[src/rtl/instr_queue_decode.sv]
// DEPTH-entry instruction FIFO with built-in field decode of the head entry.
// Define IR_SIGN_EXT_EN to sign-extend immediate_value; zero-extension otherwise.
module instr_queue_decode #(
   parameter int unsigned WIDTH    = 16,
   parameter int unsigned DEPTH    = 4,
   parameter int unsigned OP_BITS  = 4,
   parameter int unsigned REG_BITS = 4,
   parameter int unsigned IMM_BITS = 8
) (
   input  logic                         clk,
   input  logic                         reset_n,
   input  logic                         flush,
   input  logic                         in_valid,
   input  logic [WIDTH-1:0]             in_instr,
   output logic                         in_ready,
   output logic                         out_valid,
   input  logic                         out_ready,
   output logic [OP_BITS-1:0]           op_code,
   output logic [REG_BITS-1:0]          A_index_out,
   output logic [OP_BITS-1:0]           ext_op_code,
   output logic [WIDTH-1:0]             immediate_value,
   output logic [REG_BITS-1:0]          B_index_out,
   output logic [$clog2(DEPTH+1)-1:0]   count
);

   localparam int unsigned PW = $clog2(DEPTH);
   localparam int unsigned CW = $clog2(DEPTH+1);

   logic [WIDTH-1:0]    r_mem [DEPTH];
   logic [PW-1:0]       r_wr_ptr;
   logic [PW-1:0]       r_rd_ptr;
   logic [CW-1:0]       r_count;

   logic                w_push;
   logic                w_pop;
   logic [WIDTH-1:0]    w_head;
   logic [IMM_BITS-1:0] w_imm_raw;
   logic [WIDTH-1:0]    w_imm_ext;

   // in_ready never looks at out_ready: a full queue refuses a push even on a pop cycle
   assign in_ready  = (r_count != CW'(DEPTH)) & ~flush & reset_n;
   assign out_valid = (r_count != '0);
   assign w_push    = in_valid & in_ready;
   assign w_pop     = out_valid & out_ready;
   assign count     = r_count;

   always_ff @(posedge clk) begin
      if (!reset_n) begin
         r_wr_ptr <= '0;
         r_rd_ptr <= '0;
         r_count  <= '0;
         for (int unsigned i = 0; i < DEPTH; i++) begin
            r_mem[i] <= '0;
         end
      end else if (flush) begin
         r_wr_ptr <= '0;
         r_rd_ptr <= '0;
         r_count  <= '0;
      end else begin
         if (w_push) begin
            r_mem[r_wr_ptr] <= in_instr;
            r_wr_ptr        <= r_wr_ptr + PW'(1);
         end
         if (w_pop) begin
            r_rd_ptr <= r_rd_ptr + PW'(1);
         end
         case ({w_push, w_pop})
            2'b10:   r_count <= r_count + CW'(1);
            2'b01:   r_count <= r_count - CW'(1);
            default: r_count <= r_count;
         endcase
      end
   end

   assign w_head    = r_mem[r_rd_ptr];
   assign w_imm_raw = w_head[IMM_BITS-1:0];

`ifdef IR_SIGN_EXT_EN
   assign w_imm_ext = {{(WIDTH-IMM_BITS){w_imm_raw[IMM_BITS-1]}}, w_imm_raw};
`else
   assign w_imm_ext = {{(WIDTH-IMM_BITS){1'b0}}, w_imm_raw};
`endif

   // decode fields are masked to zero whenever the head slot holds no valid word
   assign op_code         = out_valid ? w_head[WIDTH-1 -: OP_BITS]                 : '0;
   assign A_index_out     = out_valid ? w_head[WIDTH-OP_BITS-1 -: REG_BITS]        : '0;
   assign ext_op_code     = out_valid ? w_head[IMM_BITS-1 -: OP_BITS]              : '0;
   assign immediate_value = out_valid ? w_imm_ext                                  : '0;
   assign B_index_out     = out_valid ? w_head[REG_BITS-1:0]                       : '0;

endmodule

[config.mk]
export PLATFORM = sky130hd
export DESIGN_NAME = instr_queue_decode
export DESIGN_NICKNAME = d
export VERILOG_FILES = /design/src/rtl/instr_queue_decode.sv
export SDC_FILE = /design/constraint.sdc
export NUM_CORES = 1
export LEC_CHECK = 0
export BUFFER_PORTS_ARGS = -buffer_cell sky130_fd_sc_hd__buf_2
export CAP_MARGIN = 10
export CORE_ASPECT_RATIO = 0.6
export CORE_MARGIN = 3
export CORE_UTILIZATION = 55
export DETAILED_ROUTE_END_ITERATION = 6
export PLACE_DENSITY_LB_ADDON = 0.12
export REMOVE_ABC_BUFFERS = 1
export SYNTH_ARGS = -nofsm -noshare
export SYNTH_HDL_FRONTEND = slang
export SYNTH_SLANG_ARGS = --single-unit
[constraint.sdc]
create_clock -name clk -period 6.35 [get_ports clk]
set_clock_uncertainty 0.05 [all_clocks]
set_input_delay 0.3175 -clock clk [delete_from_list [all_inputs] [get_ports clk]]
set_output_delay 0.3175 -clock clk [all_outputs]
set_load 0.005 [all_outputs]
==> summary.md, run 1 <==
| Metric | Value |
|---|---|
| Final Setup Violations | 0 |
| Fmax | 364.3 MHz |
| Required @ worst endpoint | around 6.6 ns |
| FF-to-FF path depth | 9 |
| Worst hold-check path type | input port to flip-flop |
| CTS tree | done |
| R2R Path End | count[2] |
| CP peak stage delay | 0.59 ns |
| Synth area leader | edfxtp_1 |
| Crit share post-route | ~43% |
| CTS resizes | 0 |
| Critical Path Start Type | flip-flop |
| Min-delay src | in_instr[12] |
| Post-Route Utilization | 67.01% |
| Final hold vios | 0 |
| Layout cells sized above 1 | between 30% and 40% |
| Yosys top cell area share | 54.41% |
| Setup Buffers After CTS | 0 |
| Crit. End Element | flip-flop |
| First-pass GRT wire length | a little over 10 mm |
| Die ar. | 7451 um^2 |
| Highest-count cells in the layout ignoring fill and taps | 64 x edfxtp_1, 54 x and2_1, 49 x buf_2 |
| Core Region | roughly 5900 um^2 |
| Avg WL per Cell | 18.07 um |
| CP cell instances | nor3b_4 -> nor2_4 -> inv_1 -> ha_1 -> inv_1 -> fa_1 -> xor2_1 -> or3_1 -> a21oi_1 |
| Antenna violations before repair | 0 |
| Leak | about 1.5 nW |
| CP most frequent cell | inv_1 |
| DRT Pass-1 Iters | 4 |
| Distinct cell type count after synthesis | 34 |
| Max cap viols | 0 |
| Commonest non-fill, non-tap cell in the layout | edfxtp_1 |
| Area of the multi-input gates | roughly 1200 um^2 |
| Setup TNS | 0 ns |
| Synth Warn # | 0 |
| Peak VDD IR | about 0.00014 V |
| Max-slew violation count | 0 |
| Layout fillers | 443 |
| GP Congestion | between 0.7 and 0.8 |
| Clock tree buffer depth | 2 |
| First-iteration detailed-routing DRC count | 109 |
| Skew-Pair Late Insertion Delay | 0.34 ns |
| Syn Area/Cell | roughly 15 um^2 |
| Final wirelength | ~6.7 mm |
| # port buffers | 49 |
| Global route overflow | 0 |
| Syn Inst Count | approximately 240 |
| WP data arrival | 2.97 ns |
| Height of the die | around 68 um |
| CTS sink cnt | 73 |
| H-tree Lvls | 3 |
| Setup CP Type | flip-flop to flip-flop |
| #FFs+latches synth | 73 |
| Worst Hold Endpoint | r_mem[3][12] |
| RSZ-0062 raised after global routing | no |
| Sequential element share of the synthesized area | 59.51% |
| Initial Utilization | 60.01% |
| Root Driver | clkbuf_8 |
| CTS buffer count | 9 |
| Max_slew headroom | 36.68% |
| Nets@finish | around 310 |
| FF-to-FF Start | count[2] |
| FF/Latch Area | about 2100 um^2 |
| Fin crit period | ~2.7 ns |
| PD cells | 240.3 nW/um^2 |
| Slowest-stage cell, CP | nor3b_4 |
| I/O pins | 58 |
| Residual DRC | 0 |
| Via count | around 2.0k |
| Total track usage | 19.31% |
| Post-route ant nets | 0 |
| Reg clk slew, reported paths | around 0.07 ns |
| Actual slew at the worst max-slew pin | around 0.95 ns |
| Core Rows | 21 |
| HPWL Detailed | between 4 and 5 mm |
| Hold_ws | around 0.24 ns |
| Hold Buf Count CTS | 0 |
| Status | completed |
| Vias in the first global route | about 1.8k |
| P&R area growth vs syn | 11.65% |
| Post-route total power | 0.9476 mW |
| Synthesized area | 3532 um^2 |
| R2R setup slack | 3.61 ns |
| Die Wd | 109.5 um |
| Antenna cells | 0 |
| Hold Path Depth | 2 |
| Top post-synthesis cells by area | edfxtp_1 54%, mux4_2 10%, and2_1 9.6% |
| Crit Path Max Fanout | 18 |
| Largest net degree at the start of global routing | 22 |
| Vias per cell | roughly 5.3 |
[sequential cells by signal, indices dropped and copies added, names as in the netlist, named ones only]
register,count
r_wr_ptr,2
r_rd_ptr,2
count,3
r_mem,64
[cell usage after synthesis, drive strengths merged]
| library cell | number |
|---|---|
| clkbuf | 1 |
| buf | 25 |
| and2 | 64 |
| nand3b | 1 |
| a21oi | 3 |
| fa | 1 |
| or4b | 1 |
| o211ai | 1 |
| mux2i | 1 |
| edfxtp | 64 |
| conb | 1 |
| xor2 | 2 |
| or3 | 2 |
| ha | 1 |
| nor3 | 1 |
| nand2 | 4 |
| nor2b | 18 |
| o21ai | 4 |
| inv | 6 |
| mux4 | 16 |
| o41ai | 1 |
| nor3b | 1 |
| nand2b | 5 |
| dfxtp | 9 |
| nor2 | 5 |
| nor4 | 3 |
[power breakdown]
part	total (mW)	leakage, nW	switching, mW	internal [mW]
sequential	0.550	0.734	0.00810	0.542
clock	0.339	0.0978	0.162	0.177
combinational	0.0584	0.697	0.0330	0.0253
total	0.948	1.53	0.203	0.745
[area by class of cell]
class                   instances  area share [%]
clock inverters                 7           1.555
inverters                       6          0.5711
repair buffers                 52           7.297
well taps                      80           2.538
flip-flops and latches         73           53.30
clock buffers                   9           3.141
multi-input cells             143           31.60
[worst max-delay path, delay by kind of cell (launching register included)]
family / cells / cell delay, ns
xor gates and xnor gates: 1 / 0.16
buffers and inverters: 2 / 0.18
AOI/OAI and AO/OA: 1 / 0.14
DFF: 1 / 0.42
and+or+nand+nor: 3 / 1.14
adders and majority gates: 2 / 0.59
[cells by family after synthesis]
| kind of cell | Yosys count | synth area share (%) |
|---|---|---|
| AOI/OAI and AO/OA | 9 | 1.452 |
| adders and majority gates | 2 | 0.9210 |
| and+or+nand+nor | 105 | 20.72 |
| other | 1 | 0.1062 |
| buffers and inverters | 32 | 6.305 |
| DFF | 73 | 59.51 |
| muxes | 17 | 10.49 |
| xor gates and xnor gates | 2 | 0.4960 |
[per-layer routing]
layer | up-vias | wire [um] | global-route usage (%)
li1 | 927 | - | -
met1 | 964 | 3223 | 28.63
met2 | 70 | 2899 | 28.34
met3 | 4 | 516 | 5.372
met4 | 0 | 46 | 5.132
met5 | - | 0 | 0
[worst max-delay path by stage]
stage                     slack, ns       from                  to  cells after the start
after floorplan                3.50   count[0]         r_mem[3][0]                      2
after global placement         3.68      flush        r_mem[0][14]                      4
after detailed placement       3.60      flush        r_mem[0][14]                      4
after CTS                      3.55  flip-flop  immediate_value[1]                      3
after global routing           3.47   count[2]            count[2]                      9
final                          3.61   count[2]            count[2]                      9
[per-stage QoR]
step | setup WS (ns) | cells | area, um^2
finish | 3.605 | 370 | 3944
global route | 3.466 | 370 | 3944
CTS | 3.555 | 369 | 3916
detailed placement | 3.596 | 353 | 3731
global placement | 3.685 | 353 | 3731
floorplan | 3.501 | 222 | 3358
No activity file was read; power rests on OpenSTA's default activity.
==> run 2: changes to the inputs <==
- ABC_AREA: unset -> 1
- CORE_UTILIZATION: 55 -> 51
- clock period: 6.35 -> 2.3 ns (I/O delays scaled with it)
==> summary.md, run 2 <==
| Metric | Value |
|---|---|
| PnR worst setup slack | a little under 0.2 ns |
| Total track usage | approximately 20% |
| Global route overflow | 0 |
| Root Driver | clkbuf_16 |
| Worst hold-check path type | input port to flip-flop |
| Setup CP Type | flip-flop to flip-flop |
| Syn Area/Cell | just under 10 um^2 |
| Top Usage Layer GRT | met2 |
| FFs w/ async S/R, synth | 0% |
| Cell Area, Placed | between 3000 and 4000 um^2 |
| Required @ worst endpoint | around 2.3 ns |
| Core Rows | 22 |
| Main synth FF type | edfxtp_1 |
| Max reg flops | 64 |
| Die ar. | 8099 um^2 |
| Reg clk slew, reported paths | ~0.06 ns |
| Fmax | approximately 480 MHz |
| Skew-Pair Late Insertion Delay | 0.32 ns |
| Crit share post-route | 91.41% |
| Max-slew violation count | 0 |
| Max cap viols | 0 |
| Die Wd | approximately 110 um |
| Distinct cell type count after synthesis | 22 |
| Avg WL per Cell | approximately 15 um |
| RSZ-0062 raised after global routing | no |
| Critical Path Start Type | flip-flop |
| PD cells | roughly 800 nW/um^2 |
| First-iteration detailed-routing DRC count | approximately 160 |
| Final Setup Violations | 0 |
| Actual slew at the worst max-slew pin | a little under 0.7 ns |
| Synth cell count leaders | 120 x nor2_1, 64 x edfxtp_1, 37 x o21ai_0 |
| Status | completed |
| CP peak stage delay | about 0.46 ns |
| Vias per cell | roughly 4.9 |
| Yosys top cell area share | 53.65% |
| Highest-count cells in the layout ignoring fill and taps | 120 x nor2_1, 64 x edfxtp_1, 49 x buf_2 |
| Met2 global-route usage | 30.80% |
| Grt met3 use | between 5 and 6% |
| # port buffers | 49 |
| Slowest-stage cell, CP | buf_4 |
| Core Region | ~6400 um^2 |
| Fin crit period | 2.102 ns |
| HPWL Detailed | about 5.2 mm |
| GRT met1 Usage | between 20% and 30% |
| Hold Buf Count CTS | 0 |
| Post-Route Utilization | between 60% and 70% |
| WP data arrival | between 2 and 2.5 ns |
| Commonest non-fill, non-tap cell in the layout | nor2_1 |
| Syn Inst Count | 372 |
| Final hold vios | 0 |
| CP cell instances | nor2_1 -> nand2_1 -> nand3_4 -> buf_4 -> inv_2 -> nand3_4 -> nand2_1 -> buf_4 |
| Via count | 2,504 |
| Reg with most FFs | r_mem |
| Hold_ws | between 0.04 and 0.05 ns |
| Synth area leader | edfxtp_1 |
| Setup TNS | 0 ns |
| Initial Utilization | between 50% and 60% |
| CTS sink cnt | 73 |
| Clock tree buffer depth | 2 |
| Synthesized area | approximately 3600 um^2 |
| Synth Warn # | 0 |
| Count leader, synth | nor2_1 |
| Height of the die | just over 70 um |
| Nets@finish | 442 |
| DRT Pass-1 Iters | 5 |
| Final wirelength | ~7.5 mm |
| Pre-CTS WS | 0.2187 ns |
| Placed cell count | a little under 500 |
| CTS buffer count | 9 |
| Antenna cells | 0 |
| CTS tree | done |
| Residual DRC | 0 |
| Post-synth EDFFs | 64 |
| I/O pins | 58 |
| Post-route total power | around 3.3 mW |
| Crit Path Max Fanout | 22 |
| Non-Filler Instances | 508 |
| #FFs+latches synth | 73 |
| Leak | 1.707 nW |
| Crit. End Element | flip-flop |
| Final non-filler cell area | about 4200 um^2 |
| P&R area growth vs syn | 17.15% |
| Vias in the first global route | about 2.4k |
| First-pass GRT wire length | roughly 12 mm |
| Top post-synthesis cells by area | edfxtp_1 54%, nor2_1 13%, o21ai_0 5.2% |
| Layout cells sized above 1 | about a quarter |
| Antenna violations before repair | 0 |
| Post-route ant nets | 0 |
| GP Congestion | ~0.75 |
| Sequential element share of the synthesized area | between 50% and 60% |
| H-tree Lvls | 3 |
| Peak VDD IR | ~0.00046 V |
| Largest net degree at the start of global routing | 33 |
| Max_slew headroom | a little over half |
-- run 2: kinds of logic (layout without fill, tap and decap cells) --
logic type	after synthesis	in the layout	share of synthesized area (%)
buf+inv	78	123	10.86
flops	73	73	58.68
xor+xnor	1	1	0.2445
compound gates	60	60	8.383
other cells	1	8	0.1047
fa+ha+maj	2	2	0.9081
simple gates	157	157	20.82
-- run 2: worst paths after layout --
| check | slack [ns] | depth (start not counted) | from | end |
|---|---|---|---|---|
| max | 0.20 | 8 | count[0] | r_mem[0][9] |
| min | 0.04 | 4 | out_ready | flip-flop |
| max reg2reg | 0.20 | 8 | count[0] | r_mem[0][9] |
| min reg2reg | 0.44 | 2 | r_rd_ptr[1] | flip-flop |
-- run 2: final cells by class --
type	instances	area, um^2
Clock buffer	11	242.7
Sequential cell	73	2103
Fill cell	525	2245
Tap cell	84	105.1
Timing Repair Buffer	61	347.8
Inverter	46	176.4
Multi-Input combinational cell	228	1117
Clock inverter	5	103.9
-- run 2: routing by layer --
metal	share of wire [%]	wire (um)
met1	44	3267
met2	45	3356
met3	11	861
met4	0.17	13
met5	0	0
-- run 2: critical path: cells and delay by family (launching register included) --
kind	cells	cell delay, ns
buffers and inverters	3	0.76
DFF	1	0.32
and+or+nand+nor	5	0.71
-- run 2: where the power goes --
part	switching (mW)	total, mW	internal (mW)
combinational	0.148	0.219	0.0712
sequential	0.0154	1.51	1.50
clock	0.503	1.59	1.09
total	0.666	3.32	2.66
-- run 2: repair_timing --
item	CTS	global route
hold endpoints to repair	0	0
buffers inserted	1	0
endpoints found under the setup margin	11	17
resized for setup	1	1
